### src/rtl/bcd_scan_counter.sv
// bcd_scan_counter: NUM_DIGITS-digit BCD up/down counter with pause, synchronous
// clamped load, rollover pulse, LED bank tap and a time-multiplexed, active-low
// 7-segment scan driver. Outputs are all registered and drive board pins directly.
module bcd_scan_counter #(
  parameter int NUM_DIGITS = 4,
  parameter int TICK_DIV   = 50_000_000,
  parameter int SCAN_DIV   = 50_000,
  parameter int LED_W      = 8,
  parameter bit BLANK_LZ   = 1'b0
) (
  input  logic                    clk,
  input  logic                    rst_n,
  input  logic                    pause_n,
  input  logic                    up,
  input  logic                    load,
  input  logic [4*NUM_DIGITS-1:0] load_val,
  output logic [LED_W-1:0]        LED,
  output logic [7:0]              digit,
  output logic [NUM_DIGITS-1:0]   sel,
  output logic                    wrap
);

  localparam int CW = 4 * NUM_DIGITS;
  localparam int TW = $clog2(TICK_DIV);
  localparam int SW = $clog2(SCAN_DIV);
  localparam int IW = (NUM_DIGITS > 1) ? $clog2(NUM_DIGITS) : 1;

  localparam logic [TW-1:0] TICK_MAX = TW'(TICK_DIV - 1);
  localparam logic [SW-1:0] SCAN_MAX = SW'(SCAN_DIV - 1);
  localparam logic [IW-1:0] IDX_MAX  = IW'(NUM_DIGITS - 1);

  // Active-low segment pattern (dp in bit 7 stays dark).
  function automatic logic [7:0] seg7(input logic [3:0] d);
    logic [7:0] s;
    case (d)
      4'd0:    s = 8'hC0;
      4'd1:    s = 8'hF9;
      4'd2:    s = 8'hA4;
      4'd3:    s = 8'hB0;
      4'd4:    s = 8'h99;
      4'd5:    s = 8'h92;
      4'd6:    s = 8'h82;
      4'd7:    s = 8'hF8;
      4'd8:    s = 8'h80;
      4'd9:    s = 8'h90;
      default: s = 8'hFF;
    endcase
    return s;
  endfunction

  logic [CW-1:0]         count_reg;
  logic [CW-1:0]         count_next;
  logic [CW-1:0]         step_val;
  logic [CW-1:0]         load_clamped;
  logic [TW-1:0]         tick_cnt_reg;
  logic [SW-1:0]         scan_cnt_reg;
  logic [IW-1:0]         scan_idx_reg;
  logic [IW-1:0]         scan_idx_next;
  logic                  wrap_reg;
  logic                  wrap_next;
  logic [NUM_DIGITS-1:0] sel_reg;
  logic [7:0]            digit_reg;

  logic                  tick;
  logic                  scan_adv;
  logic [NUM_DIGITS-1:0] at_limit;    // digit is 9 (counting up) or 0 (counting down)
  logic [NUM_DIGITS-1:0] digit_zero;
  logic [NUM_DIGITS:0]   chain;       // carry (up) / borrow (down) into each digit
  logic [NUM_DIGITS:0]   zero_above;  // this digit and all more-significant ones are 0
  logic [7:0]            seg_arr [NUM_DIGITS];

  assign tick     = pause_n && (tick_cnt_reg == TICK_MAX);
  assign scan_adv = (scan_cnt_reg == SCAN_MAX);

  // Per-digit step, load clamp and segment pattern.
  genvar gi;
  generate
    for (gi = 0; gi < NUM_DIGITS; gi++) begin : g_digit
      logic [3:0] cur;
      logic [3:0] ld;
      logic       blank;

      assign cur             = count_reg[4*gi +: 4];
      assign ld              = load_val[4*gi +: 4];
      assign at_limit[gi]    = up ? (cur == 4'd9) : (cur == 4'd0);
      assign digit_zero[gi]  = (cur == 4'd0);

      assign step_val[4*gi +: 4] =
          !chain[gi] ? cur :
          up         ? ((cur == 4'd9) ? 4'd0 : cur + 4'd1) :
                       ((cur == 4'd0) ? 4'd9 : cur - 4'd1);

      assign load_clamped[4*gi +: 4] = (ld > 4'd9) ? 4'd9 : ld;

      // Digit 0 always shows, so a zero count still reads "0".
      assign blank       = BLANK_LZ && (gi != 0) && zero_above[gi];
      assign seg_arr[gi] = blank ? 8'hFF : seg7(cur);
    end
  endgenerate

  // Ripple carry/borrow upward and leading-zero detection downward.
  always_comb begin
    chain      = '0;
    zero_above = '0;
    chain[0]   = 1'b1;
    for (int i = 0; i < NUM_DIGITS; i++) begin
      chain[i+1] = chain[i] & at_limit[i];
    end
    zero_above[NUM_DIGITS] = 1'b1;
    for (int i = NUM_DIGITS - 1; i >= 0; i--) begin
      zero_above[i] = digit_zero[i] & zero_above[i+1];
    end
  end

  // Load beats a coincident tick; a rollover only pulses wrap when the step is kept.
  always_comb begin
    count_next = count_reg;
    wrap_next  = 1'b0;
    if (load) begin
      count_next = load_clamped;
    end else if (tick) begin
      count_next = step_val;
      wrap_next  = chain[NUM_DIGITS];
    end
  end

  // Scan index advances once per SCAN_DIV cycles, wrapping after the last digit.
  always_comb begin
    scan_idx_next = scan_idx_reg;
    if (scan_adv) begin
      scan_idx_next = (scan_idx_reg == IDX_MAX) ? '0 : scan_idx_reg + IW'(1);
    end
  end

  // Tick prescaler: frozen (not cleared) while paused, free-running otherwise.
  always_ff @(posedge clk or negedge rst_n) begin
    if (!rst_n) begin
      tick_cnt_reg <= '0;
    end else if (pause_n) begin
      tick_cnt_reg <= (tick_cnt_reg == TICK_MAX) ? '0 : tick_cnt_reg + TW'(1);
    end
  end

  // BCD count register and rollover pulse.
  always_ff @(posedge clk or negedge rst_n) begin
    if (!rst_n) begin
      count_reg <= '0;
      wrap_reg  <= 1'b0;
    end else begin
      count_reg <= count_next;
      wrap_reg  <= wrap_next;
    end
  end

  // Scan prescaler, index and registered display outputs (sel/digit move together).
  always_ff @(posedge clk or negedge rst_n) begin
    if (!rst_n) begin
      scan_cnt_reg <= '0;
      scan_idx_reg <= '0;
      sel_reg      <= ~NUM_DIGITS'(1);
      digit_reg    <= 8'hC0;
    end else begin
      scan_cnt_reg <= scan_adv ? '0 : scan_cnt_reg + SW'(1);
      scan_idx_reg <= scan_idx_next;
      sel_reg      <= ~(NUM_DIGITS'(1) << scan_idx_next);
      digit_reg    <= seg_arr[scan_idx_next];
    end
  end

  assign LED   = count_reg[LED_W-1:0];
  assign wrap  = wrap_reg;
  assign sel   = sel_reg;
  assign digit = digit_reg;

endmodule

### config.mk
export PLATFORM = sky130hd
export DESIGN_NAME = bcd_scan_counter
export DESIGN_NICKNAME = d
export VERILOG_FILES = /design/src/rtl/bcd_scan_counter.sv
export SDC_FILE = /design/constraint.sdc
export NUM_CORES = 1
export LEC_CHECK = 0
export ABC_CLOCK_PERIOD_IN_PS = 3100
export BUFFER_PORTS_ARGS = -buffer_cell sky130_fd_sc_hd__buf_4
export CORE_MARGIN = 1.5
export CORE_UTILIZATION = 55
export DETAILED_ROUTE_END_ITERATION = 10
export MAX_ROUTING_LAYER = met4
export PLACE_DENSITY = 0.8
export SYNTH_ARGS = -nofsm -noshare
export SYNTH_HDL_FRONTEND = slang
export SYNTH_SLANG_ARGS = --single-unit
### constraint.sdc
create_clock -name clk -period 3.1 [get_ports clk]
set_input_delay 0.155 -clock clk [delete_from_list [all_inputs] [get_ports clk]]
set_output_delay 0.155 -clock clk [all_outputs]
set_load 0.03 [all_outputs]
==> results.md <==
• **synthesized cell area** 5040 sq um
• **number of cells traversed by the worst register-to-register path** 6
• **dpl hpwl** 7770 um
• **total routed wirelength** 10800 um
• **cell count of the worst hold path** 3
• **remaining max-slew budget at the tightest pin** 39.4%
• **Worst setup SP type** flop
• **final routed DRC violation total** 0
• **number of global-route vias before repair** 3962
• **Core Footprint** 8810 sq um
• **overall power of the completed layout** 2740 uW
• **data required time at the worst endpoint** 3380 ps
• **minimum clock period after layout** 2620 ps
• **num rows** 34
• **final number of setup-violating endpoints** 0
• **number of instances in the synthesized netlist** 557
• **register share of total power** 43.0%
• **cell chosen for the clock root** clkbuf_8
• **min-delay src** load_val[5]
• **iteration count of the initial detailed-routing pass** 7
• **post-synth top area cell** dfrtp_1
• **Setup CP Type** reg -> reg
• **Arr. time, crit path** 2900 ps
• **H-tree depth** 3
• **power density cells** 495 nW/um^2
• **Layout Area Growth over Synthesis** 10.0%
• **Switch Pwr** 1040 uW
• **number of antenna cells inserted** 0
• **area taken by multi-input logic gates** 2970 sq um
• **Yosys warning total** 0
• **routed via count** 4117
• **worst-case setup slack after placement** 498 ps
• **Most used DFF post-synth** dfrtp_1
• **number of buffers on the longest clock path** 2
• **gr ovfl total** 0
• **top library cells by usage in the layout, fill and taps aside** dfrtp_1 (68), nor2_1 (57), buf_4 (45), nand2_1 (34), mux2i_1 (34)
• **setup repair after global routing missed its margin** false
• **Total Nets Final** 629
• **Logic pwr share** 31.1%
• **number of max-cap violations** 0
• **leading cell type in the layout, fill and taps excluded** dfrtp_1
• **worst hold path endpoint** count_reg[5]
• **initial antenna violation count** 0
• **Internal Power** 1700 uW
• **Hold/Removal Path Class** in -> reg
• **share of total power in the clock network** 25.9%
• **Slew Limit Fails** 0
• **number of I/O port buffers** 40
• **Leakage Power** 0.00245 uW
• **number of flip-flops in the largest register** 26
• **Global Route Usage Sum** 24.4%
• **number of post-CTS setup repair buffers** 0
• **endpoint of the lowest-slack register-to-register path** digit[4]
• **number of clock sinks** 72
• **detailed router's first-iteration violation count** 204
• **distinct cell type count of the synthesized netlist** 63
• **Crit. End Element** flop
• **count of final hold-check violations** 0
• **wire length of the first global-routing pass** 18900 um
• **Routed Antenna Nets** 0
• **top cells by area, synth** dfrtp_1 (34%), mux2i_1 (6.8%), ha_1 (6.7%)
• **Net Count, Synth** 605
• **Finished Cell Area** 5540 sq um
• **top-level port count** 42
• **clock tree skew after final layout** 7.09 ps
• **floorplan die area** 9740 sq um
• **die extent in x** 98.7 um
• **pin count of the biggest net entering global routing** 73
• **clock latency at the later pin of the worst-skew pair** 360 ps
• **cell area reported after detailed placement** 5340 sq um
• **initial standard-cell utilization of the core** 57.2%
• **share of synthesized area occupied by flip-flops and latches** 35.9%
• **Yosys reg bits** 72
• **clock-pin slew on the worst setup and hold paths** 80 ps
• **setup ws final** 479 ps
• **fraction of the core area covered by cells at the end of the flow** 62.9%
• **actual transition at the worst max-transition pin** 909 ps
• **run status** completed
• **CTS tree** yes
• **Peak supply drop** 335 uV
• **proportion of register bits with asynchronous set or reset after synthesis** 100%
• **DR WL/cell** 15.5 um
• **sum of negative setup slack** 0 ps
• **Die Y** 98.7 um
• **fraction of final layout cells with drive strength greater than 1** 15.0%
• **flop-to-flop setup slack** 480 ps
• **period utilization** 84.6%
• **Final GP Congestion** 0.920
• **number of clock buffers inserted by TritonCTS** 9
• **FF-to-FF Start** scan_cnt_reg[4]
• **Avg Cell Area, Syn** 9.04 sq um
• **area share of the leading cell type in the synthesized netlist** 33.8%
• **DR vias/cell** 5.93
• **number of enable-type register cells in the synthesized netlist** 0
• **total of fill cells in the finished design** 721
• **switching share of total power** 37.9%
• **largest fanout on the critical path** 13
• **Fmax** 381 MHz
• **storage element area** 1810 sq um
-- per-stage QoR --
step	cells	hold slack (ps)
after floorplan	557	-141
after global placement	677	335
after detailed placement	677	345
after CTS	694	8.33
after global routing	694	25.7
final	694	20.7
-- synthesized netlist by cell type, types with 2 or more instances --
cell type / instances
buf_1: 4
nand3_1: 26
mux2i_4: 2
xnor2_1: 25
ha_1: 27
clkinv_1: 2
xor2_1: 19
dfstp_2: 4
nand4b_1: 3
o21a_1: 2
nor3_1: 8
and3b_1: 2
nor4bb_1: 2
nand3b_1: 3
nand2b_1: 8
nor2b_1: 6
or3b_2: 2
o21bai_1: 4
dfrtp_1: 68
o22ai_1: 20
nor4_1: 6
nand4_1: 11
inv_2: 2
o21ai_0: 20
or2_2: 2
clkbuf_1: 18
nor2_1: 57
a311oi_1: 2
a22oi_1: 2
buf_4: 9
inv_1: 21
o32ai_1: 2
and3_1: 11
nand2_1: 34
a21o_1: 4
a31oi_1: 11
a21oi_1: 30
mux2i_1: 34
o31ai_1: 5
mux2_1: 3
mux2_2: 9
nor3b_1: 6
-- metal layers --
metal / part of all wire [%] / up-vias / track usage [%]
met2: 47 / 88 / 37.3
met3: 4.3 / 22 / 4.68
met4: 1.4 / 0 / 6.37
met5: 0 / - / -
met1: 48 / 1972 / 33.6
li1: - / 2035 / -
-- worst max-delay path by stage --
stage | from | end | depth (start not counted)
floorplan | scan_cnt_reg[13] | digit[3] | 7
global placement | scan_cnt_reg[13] | digit[0] | 6
detailed placement | scan_cnt_reg[4] | digit[4] | 6
CTS | scan_cnt_reg[4] | digit[4] | 6
global route | count_reg[1] | count_reg[15] | 8
finish | scan_cnt_reg[4] | digit[4] | 6
-- repair_timing --
item	CTS	global route
endpoints found under the hold margin	68	0
hold buffers	1	0
gates resized for setup	0	0
-- worst max-delay path, cell delays in order (launching register included) --
cell     delay, ps
dfrtp_1        430
or4b_1         570
or4_4          560
mux2i_4        260
inv_2          200
mux2_1         360
mux2i_1        160
-- power by group through the flow --
stage          logic (uW)  clock network, uW  registers [uW]
2_1_floorplan         669                  0            1140
3_3_place_gp          818                  0            1190
3_5_place_dp          843                  0            1200
4_1_cts               850                729            1180
5_1_grt               952                771            1210
6_report              852                710            1180
-- logic make-up (layout without fill, tap and decap cells) --
kind of cell               count (synthesis)  count (layout)  share of synthesized area, %
muxes                                     49              49                          10.8
other                                      1               1                        0.0744
and+or+nand+nor                          196             196                          20.2
AOI/OAI and AO/OA                        110             110                          13.5
xor gates and xnor gates                  44              44                          7.65
DFF                                       72              72                          35.9
buffers and inverters                     58              87                          5.17
adders and majority gates                 27              27                          6.71
-- layout make-up --
cell class / count / share of cell area, %
multi-input cells: 427 / 53.6
inverters: 25 / 1.69
clock inverters: 7 / 1.17
well taps: 108 / 2.44
flip-flops and latches: 72 / 32.6
clock buffers: 9 / 2.23
repair buffers: 46 / 6.28
No activity file was read; power rests on OpenSTA's default activity.
